## src/rtl/position_servo_if.sv

```systemverilog
// Position servo bus: the direction type shared by the servo and its users,
// plus the interface that carries control inputs and registered servo outputs.

package position_servo_pkg;
    typedef enum logic [1:0] {
        DIR_NONE  = 2'b00,
        DIR_CW    = 2'b01,
        DIR_CCW   = 2'b10,
        DIR_BRAKE = 2'b11
    } rotation_direction_t;
endpackage

interface position_servo_if #(
    parameter int unsigned W = 32,
    parameter int unsigned P = 16
) ();
    import position_servo_pkg::*;

    logic                enable;
    logic [W-1:0]        encoder_position;
    logic [W-1:0]        target_position;
    logic [P-1:0]        pwm_duty_in;
    rotation_direction_t dir_in;
    logic                fault_clear;

    logic [P-1:0]        pwm_duty_out;
    rotation_direction_t dir_out;
    logic                in_position;
    logic                fault;

    modport master (
        output enable, encoder_position, target_position, pwm_duty_in, dir_in, fault_clear,
        input  pwm_duty_out, dir_out, in_position, fault
    );

    modport slave (
        input  enable, encoder_position, target_position, pwm_duty_in, dir_in, fault_clear,
        output pwm_duty_out, dir_out, in_position, fault
    );
endinterface

```

## src/rtl/position_servo.sv

```systemverilog
// Closed-loop position servo: proportional duty command with slew limiting,
// brake-on-reversal, settle/hold detection and a latched stall fault.
// Every output is registered and reflects the previous cycle's inputs.

module position_servo
    import position_servo_pkg::*;
#(
    parameter int unsigned clk_freq_hz       = 50_000_000,
    parameter int unsigned counter_width     = 32,
    parameter int unsigned pwm_counter_width = 16,
    parameter int unsigned deadband          = 2,
    parameter int unsigned kp_shift          = 0,
    parameter int unsigned slew_step         = 1000,
    parameter int unsigned settle_cycles     = 4,
    parameter int unsigned stall_cycles      = 100
) (
    input  logic              sys_clk,
    input  logic              reset_n,
    position_servo_if.slave   bus
);

    localparam int unsigned W = counter_width;
    localparam int unsigned P = pwm_counter_width;

    localparam int unsigned SETTLE_CW = (settle_cycles < 1) ? 1 : $clog2(settle_cycles + 1);
    localparam int unsigned STALL_CW  = (stall_cycles < 1)  ? 1 : $clog2(stall_cycles + 1);

    localparam logic [SETTLE_CW-1:0] SETTLE_TARGET = SETTLE_CW'(settle_cycles);
    localparam logic [SETTLE_CW-1:0] SETTLE_MAX    = '1;
    localparam logic [STALL_CW-1:0]  STALL_TARGET  = STALL_CW'(stall_cycles);
    localparam logic [STALL_CW-1:0]  STALL_MAX     = '1;

    localparam logic [W-1:0] HALF_RANGE = {1'b0, {(W-1){1'b1}}};
    localparam logic [W-1:0] DEADBAND_W = W'(deadband);

    // Slew step clipped to the duty range so the ramp adder stays P+1 bits wide.
    localparam longint unsigned SLEW_L     = longint'(slew_step);
    localparam longint unsigned DUTY_MAX_L = (64'd1 << P) - 64'd1;
    localparam logic [P-1:0]    SLEW_P     = P'((SLEW_L > DUTY_MAX_L) ? DUTY_MAX_L : SLEW_L);

    if (clk_freq_hz == 0) begin : gBadClock
        $error("position_servo: clk_freq_hz must be nonzero");
    end

    typedef enum logic [2:0] {
        ST_DISABLED,
        ST_TRACK,
        ST_SETTLE,
        ST_HOLD,
        ST_FAULT
    } state_t;

    state_t              state_q, state_d;
    rotation_direction_t dir_q, dir_d;
    logic [P-1:0]        duty_q, duty_d;
    logic                inPos_q, inPos_d;
    logic                fault_q, fault_d;
    logic [SETTLE_CW-1:0] settleCnt_q, settleCnt_d;
    logic [STALL_CW-1:0]  stallCnt_q, stallCnt_d;
    logic [W-1:0]        best_q, best_d;
    logic [W-1:0]        prevTarget_q;

    logic [W-1:0]        errorRaw;
    logic                isCcw;
    logic [W-1:0]        errorMag;
    rotation_direction_t errDir;
    logic                onTarget;
    logic [W-1:0]        magScaled;
    logic [P-1:0]        magSat;
    logic [P-1:0]        cmd;
    logic [P-1:0]        rampBase;
    logic [P:0]          rampSum;
    logic [P-1:0]        rampLimit;
    logic [P-1:0]        trackDuty;
    logic                reversal;
    logic                targetMoved;
    logic                improved;
    logic [STALL_CW-1:0] stallInc;
    logic [STALL_CW-1:0] stallNext;
    logic [SETTLE_CW-1:0] settleInc;

    assign errorRaw  = bus.target_position - bus.encoder_position;
    assign isCcw     = errorRaw > HALF_RANGE;
    assign errorMag  = isCcw ? (W'(0) - errorRaw) : errorRaw;
    assign errDir    = isCcw ? DIR_CCW : DIR_CW;
    assign onTarget  = errorMag <= DEADBAND_W;
    assign magScaled = errorMag >> kp_shift;

    if (W > P) begin : gSatWide
        assign magSat = (|magScaled[W-1:P]) ? '1 : magScaled[P-1:0];
    end else begin : gSatNarrow
        assign magSat = P'(magScaled);
    end

    assign cmd       = (magSat < bus.pwm_duty_in) ? magSat : bus.pwm_duty_in;
    assign rampBase  = (state_q == ST_TRACK) ? duty_q : '0;
    assign rampSum   = {1'b0, rampBase} + {1'b0, SLEW_P};
    assign rampLimit = rampSum[P] ? '1 : rampSum[P-1:0];
    assign trackDuty = (cmd < rampLimit) ? cmd : rampLimit;

    assign reversal  = (state_q == ST_TRACK) &&
                       (((dir_q == DIR_CW) && (errDir == DIR_CCW)) ||
                        ((dir_q == DIR_CCW) && (errDir == DIR_CW)));

    assign targetMoved = bus.target_position != prevTarget_q;
    assign improved    = errorMag < best_q;
    assign stallInc    = (stallCnt_q == STALL_MAX) ? stallCnt_q : stallCnt_q + STALL_CW'(1);
    assign stallNext   = (targetMoved || improved) ? '0 : stallInc;
    assign settleInc   = (settleCnt_q == SETTLE_MAX) ? settleCnt_q : settleCnt_q + SETTLE_CW'(1);

    // Next-state and counter logic; entering TRACK always re-arms the stall monitor.
    always_comb begin
        logic enterTrack;
        state_d     = state_q;
        settleCnt_d = settleCnt_q;
        stallCnt_d  = stallCnt_q;
        best_d      = best_q;
        enterTrack  = 1'b0;

        unique case (state_q)
            ST_DISABLED: begin
                settleCnt_d = '0;
                stallCnt_d  = '0;
                if (bus.enable) begin
                    if (onTarget) begin
                        state_d = ST_SETTLE;
                    end else begin
                        state_d    = ST_TRACK;
                        enterTrack = 1'b1;
                    end
                end
            end
            ST_TRACK: begin
                if (!bus.enable) begin
                    state_d     = ST_DISABLED;
                    settleCnt_d = '0;
                    stallCnt_d  = '0;
                end else if (onTarget) begin
                    state_d     = ST_SETTLE;
                    settleCnt_d = '0;
                    stallCnt_d  = '0;
                end else begin
                    stallCnt_d = stallNext;
                    if (targetMoved || improved) begin
                        best_d = errorMag;
                    end
                    if (stallNext >= STALL_TARGET) begin
                        state_d = ST_FAULT;
                    end
                end
            end
            ST_SETTLE: begin
                if (!bus.enable) begin
                    state_d     = ST_DISABLED;
                    settleCnt_d = '0;
                end else if (!onTarget) begin
                    state_d     = ST_TRACK;
                    settleCnt_d = '0;
                    enterTrack  = 1'b1;
                end else begin
                    settleCnt_d = settleInc;
                    if (settleInc >= SETTLE_TARGET) begin
                        state_d = ST_HOLD;
                    end
                end
            end
            ST_HOLD: begin
                if (!bus.enable) begin
                    state_d     = ST_DISABLED;
                    settleCnt_d = '0;
                end else if (!onTarget) begin
                    state_d     = ST_TRACK;
                    settleCnt_d = '0;
                    enterTrack  = 1'b1;
                end
            end
            ST_FAULT: begin
                if (bus.fault_clear) begin
                    settleCnt_d = '0;
                    stallCnt_d  = '0;
                    if (!bus.enable) begin
                        state_d = ST_DISABLED;
                    end else if (onTarget) begin
                        state_d = ST_SETTLE;
                    end else begin
                        state_d    = ST_TRACK;
                        enterTrack = 1'b1;
                    end
                end
            end
            default: begin
                state_d     = ST_DISABLED;
                settleCnt_d = '0;
                stallCnt_d  = '0;
            end
        endcase

        if (enterTrack) begin
            best_d     = errorMag;
            stallCnt_d = '0;
        end
    end

    // Output values for the state being entered, so they land with latency 1.
    always_comb begin
        dir_d   = DIR_BRAKE;
        duty_d  = '0;
        inPos_d = 1'b0;
        fault_d = 1'b0;

        unique case (state_d)
            ST_DISABLED: begin
                dir_d  = bus.dir_in;
                duty_d = bus.pwm_duty_in;
            end
            ST_TRACK: begin
                if (!reversal) begin
                    dir_d  = errDir;
                    duty_d = trackDuty;
                end
            end
            ST_SETTLE: begin
            end
            ST_HOLD: begin
                inPos_d = 1'b1;
            end
            ST_FAULT: begin
                fault_d = 1'b1;
            end
            default: begin
            end
        endcase
    end

    // State, output and monitor registers; reset drops everything immediately.
    always_ff @(posedge sys_clk or negedge reset_n) begin
        if (!reset_n) begin
            state_q      <= ST_DISABLED;
            dir_q        <= DIR_NONE;
            duty_q       <= '0;
            inPos_q      <= 1'b0;
            fault_q      <= 1'b0;
            settleCnt_q  <= '0;
            stallCnt_q   <= '0;
            best_q       <= '0;
            prevTarget_q <= '0;
        end else begin
            state_q      <= state_d;
            dir_q        <= dir_d;
            duty_q       <= duty_d;
            inPos_q      <= inPos_d;
            fault_q      <= fault_d;
            settleCnt_q  <= settleCnt_d;
            stallCnt_q   <= stallCnt_d;
            best_q       <= best_d;
            prevTarget_q <= bus.target_position;
        end
    end

    assign bus.dir_out      = dir_q;
    assign bus.pwm_duty_out = duty_q;
    assign bus.in_position  = inPos_q;
    assign bus.fault        = fault_q;

endmodule
```

## src/flat_wrapper.sv

```systemverilog
// flat-port wrapper written by rule: the top's interface ports become plain ports
module position_servo_flat import position_servo_pkg::*;
#(
    parameter int unsigned clk_freq_hz       = 50_000_000,
    parameter int unsigned counter_width     = 32,
    parameter int unsigned pwm_counter_width = 16,
    parameter int unsigned deadband          = 2,
    parameter int unsigned kp_shift          = 0,
    parameter int unsigned slew_step         = 1000,
    parameter int unsigned settle_cycles     = 4,
    parameter int unsigned stall_cycles      = 100
)
  (sys_clk, reset_n, bus_enable, bus_encoder_position, bus_target_position, bus_pwm_duty_in, bus_dir_in, bus_fault_clear, bus_pwm_duty_out, bus_dir_out, bus_in_position, bus_fault);
  position_servo_if bus_i ();
  input  logic sys_clk;
  input  logic reset_n;
  input wire logic [$bits(bus_i.enable)-1:0] bus_enable;
  input wire logic [$bits(bus_i.encoder_position)-1:0] bus_encoder_position;
  input wire logic [$bits(bus_i.target_position)-1:0] bus_target_position;
  input wire logic [$bits(bus_i.pwm_duty_in)-1:0] bus_pwm_duty_in;
  input wire logic [$bits(bus_i.dir_in)-1:0] bus_dir_in;
  input wire logic [$bits(bus_i.fault_clear)-1:0] bus_fault_clear;
  output wire logic [$bits(bus_i.pwm_duty_out)-1:0] bus_pwm_duty_out;
  output wire logic [$bits(bus_i.dir_out)-1:0] bus_dir_out;
  output wire logic [$bits(bus_i.in_position)-1:0] bus_in_position;
  output wire logic [$bits(bus_i.fault)-1:0] bus_fault;
  assign bus_i.enable = bus_enable;
  assign bus_i.encoder_position = bus_encoder_position;
  assign bus_i.target_position = bus_target_position;
  assign bus_i.pwm_duty_in = bus_pwm_duty_in;
  assign bus_i.dir_in = bus_dir_in;
  assign bus_i.fault_clear = bus_fault_clear;
  assign bus_pwm_duty_out = bus_i.pwm_duty_out;
  assign bus_dir_out = bus_i.dir_out;
  assign bus_in_position = bus_i.in_position;
  assign bus_fault = bus_i.fault;
  position_servo #(.clk_freq_hz(clk_freq_hz), .counter_width(counter_width), .pwm_counter_width(pwm_counter_width), .deadband(deadband), .kp_shift(kp_shift), .slew_step(slew_step), .settle_cycles(settle_cycles), .stall_cycles(stall_cycles)) u_core (.sys_clk(sys_clk), .reset_n(reset_n), .bus(bus_i));
endmodule
```

## config.mk

```make
export PLATFORM = sky130hd
export DESIGN_NAME = position_servo_flat
export DESIGN_NICKNAME = d
export VERILOG_FILES = /design/src/rtl/position_servo_if.sv /design/src/rtl/position_servo.sv /design/src/flat_wrapper.sv
export SDC_FILE = /design/constraint.sdc
export NUM_CORES = 1
export LEC_CHECK = 0
export ABC_AREA = 0
export BUFFER_PORTS_ARGS = -buffer_cell sky130_fd_sc_hd__buf_2
export CAP_MARGIN = 15
export CORE_MARGIN = 2
export CORE_UTILIZATION = 45
export DETAILED_ROUTE_END_ITERATION = 12
export PLACE_DENSITY = 0.69
export SETUP_SLACK_MARGIN = 0.02
export SLEW_MARGIN = 20
export SYNTH_ARGS = -nofsm -noshare
export SYNTH_HDL_FRONTEND = slang
export SYNTH_SLANG_ARGS = --single-unit
```

## constraint.sdc

```tcl
create_clock -name sys_clk -period 6.2 [get_ports sys_clk]
set_clock_uncertainty 0.1 [all_clocks]
set_input_delay 1.24 -clock sys_clk [delete_from_list [all_inputs] [get_ports sys_clk]]
set_output_delay 1.24 -clock sys_clk [all_outputs]
set_load 0.05 [all_outputs]
```

==> results.md <==
- Max-slew violations: 0
- Die area: 23500 um2
- GRT Util Overall: 0.268
- Num ports: 106
- Critical path capture point type: flip-flop
- Via count: 10800
- Final Instance Area: 14800 um2
- Util after Layout: 0.678
- Initial Util: 0.459
- Slew headroom: 0.431
- CTS tree: built
- Commonest non-fill, non-tap cell in the layout: buf_4
- Critical path class: in -> reg
- DR pass1 iterations: 5
- Unrepaired setup endpoints after global routing: true
- Slowest-stage cell, CP: or4b_4
- Nets@finish: 1841
- Area delta synth->final: 47.6%
- Maximum number of pins on one net before global-route repair: 52
- Hold Violations, Final: 0
- Post-synthesis net count: 1398
- Dpl hpwl: 25.2 mm
- First-pass GRT wire length: 51.7 mm
- P per Cell Area: 264 nW/um2
- Post-CTS Hold Buffers: 0
- Core Region: 21900 um2
- Vias in the first global route: 10900
- Finish-stage setup viols: 61
- Initial antenna violation count: 0
- Final Power: 0.00392 W
- Reg2reg setup slack: 1.38 ns
- Post-Synthesis Cells: 1213
- Fin crit period: 8.93 ns
- Die height: 153 um
- Area contributors post-synth: dfrtp_1 (24%), ha_1 (12%), xnor2_1 (5.1%)
- Failing checks: negative setup slack
- Placer Congestion: 0.938
- Mapped cell area: 10000 um2
- Die Wd: 153 um
- Clk_lat worst skew: 0.37 ns
- Most used cell along the critical path: a21o_1
- Pre-CTS setup slack: -3.48 ns
- Yosys warning total: 0
- Number of remaining DRC errors: 0
- Req. time, crit path: 6.39 ns
- CTS Buffer Depth: 2
- Setup ws final: -2.73 ns
- Mean Syn Cell Area: 8.28 um2
- Status: finished, violations left
- WP data arrival: 9.12 ns
- Prevailing post-synth register cell: dfrtp_1
- CP peak stage delay: 0.53 ns
- Part of the Yosys area used for sequential elements: 0.242
- Routed WL: 32.7 mm
- Leakage: 7.21 nW
- Layout cells sized above 1: 0.400
- Fmax: 112 MHz
- Yosys reg bits: 97
- Antenna viol nets, final: 0
- Drt via density: 5.57
- Max cap viols: 0
- Ys async rst share: 1.00
- Clock sink count: 97
- Top-area cell type share of the netlist area: 0.242
- Highest-count cells in the layout ignoring fill and taps: buf_4 (349), inv_1 (121), buf_2 (104)
- Diodes inserted: 0
- Worst Hold Slack: 0.412 ns
- Max H-tree Level: 3
- Global route overflow: 0
- Crit-path max FO: 6
- Post-synth EDFFs: 0
- Hold WC Path Type: reg -> reg
- Tcrit/Tclk final: 1.44
- Placed instance area: 13600 um2
- Netlist cell types: 91
- CTS buffer count: 9
- Row cnt: 54
- PortBufs: 105
- Wire per inst: 16.8 um
- Synth area leader: dfrtp_1
- Setup crit start kind: input pin
- CTS clock-pin slew for the worst setup and hold paths: 0.08 ns
- CTS root buf: clkbuf_16
- Maximum vdd drop: 0.162 mV
- Worst slew pin tran: 0.848 ns
- Drt initial violations: 649
==> registers in the layout, indices dropped and copies added (netlist names) <==
signal,flops
u_core.best_q,32
u_core.bus.dir_out,2
u_core.bus.fault,1
u_core.bus.in_position,1
u_core.bus.pwm_duty_out,16
u_core.prevTarget_q,32
u_core.settleCnt_q,3
u_core.stallCnt_q,7
u_core.state_q,3
==> cells by family after synthesis <==
group	synth area share
and+or+nand+nor	0.200
muxes	0.0555
xor gates and xnor gates	0.0697
AOI/OAI and AO/OA	0.243
adders and majority gates	0.124
DFF	0.242
buffers and inverters	0.0669
==> metrics by stage <==
stage | instances | setup TNS [ns]
4_1_cts | 1926 | -70.06
3_5_place_dp | 1895 | -109.32
3_3_place_gp | 1895 | -102.09
2_1_floorplan | 1213 | -66.80
5_1_grt | 1941 | -95.02
6_report | 1941 | -83.00
==> metal layers <==
layer	part of all wire	global-route usage
met5	0	0
met3	0.042	0.0357
met2	0.50	0.484
met1	0.42	0.322
met4	0.036	0.104
==> power by group <==
group | switching, W | total, W | leakage (nW) | internal, W
Sequential | 0.0000662 | 0.000827 | 1.17 | 0.000761
Clock | 0.000312 | 0.000639 | 0.155 | 0.000327
Combinational | 0.00127 | 0.00245 | 5.88 | 0.00118
==> cell usage after synthesis, types with 7 or more instances <==
master and number:
dfrtp_1 97, and3_1 8, inv_1 123, mux2i_1 31
o21ai_0 50, nor4_1 19, a21o_1 42, nand2b_1 11
clkbuf_1 31, xnor2_1 59, ha_1 98, nor2_1 71
nor2b_1 8, o21a_1 10, nand4_1 36, buf_2 12
nor3_1 27, a21oi_1 75, or2_2 7, or3_1 15
o211ai_1 14, nand3_1 31, xor2_1 21, a31oi_1 9
nand2_1 102, and2_1 10, o2bb2ai_2 10, a211oi_1 10
mux2_2 22, a311oi_1 15
==> cell type report <==
cell class / count / area, um2
tap: 280 / 350
fill: 1744 / 7060
clock inverter: 7 / 101
multi-input combinational: 946 / 7760
timing repair buffer: 479 / 3500
clock buffer: 9 / 225
inverter: 123 / 474
sequential: 97 / 2430
==> critical path, delay by kind of cell <==
| family | cells | cell delay [ns] |
|---|---|---|
| AOI/OAI and AO/OA | 18 | 3.07 |
| and+or+nand+nor | 10 | 2.69 |
| adders and majority gates | 4 | 1.05 |
| buffers and inverters | 7 | 0.81 |
| muxes | 1 | 0.18 |
| xor gates and xnor gates | 1 | 0.09 |
==> path summary, 6_finish.rpt <==
kind                                              from                          to  depth (start not counted)
worst max-delay path            bus_target_position[0]  u_core.bus.pwm_duty_out[2]                         41
worst min-delay path                 u_core.best_q[21]           u_core.best_q[21]                          1
worst max register to register       u_core.state_q[0]  u_core.bus.pwm_duty_out[2]                         23
worst min register to register       u_core.best_q[21]           u_core.best_q[21]                          1
max in group asynchronous                      reset_n     u_core.prevTarget_q[30]                          2
min in group asynchronous                      reset_n  u_core.bus.pwm_duty_out[3]                          1
==> repair_timing <==
item,4_1_cts,5_1_grt
pin swaps,26,39
gates cloned,3,1
endpoints found under the setup margin,63,63
buffers inserted,14,18
gates resized for setup,62,90
Note: power is estimated with default switching activity, not from simulation.
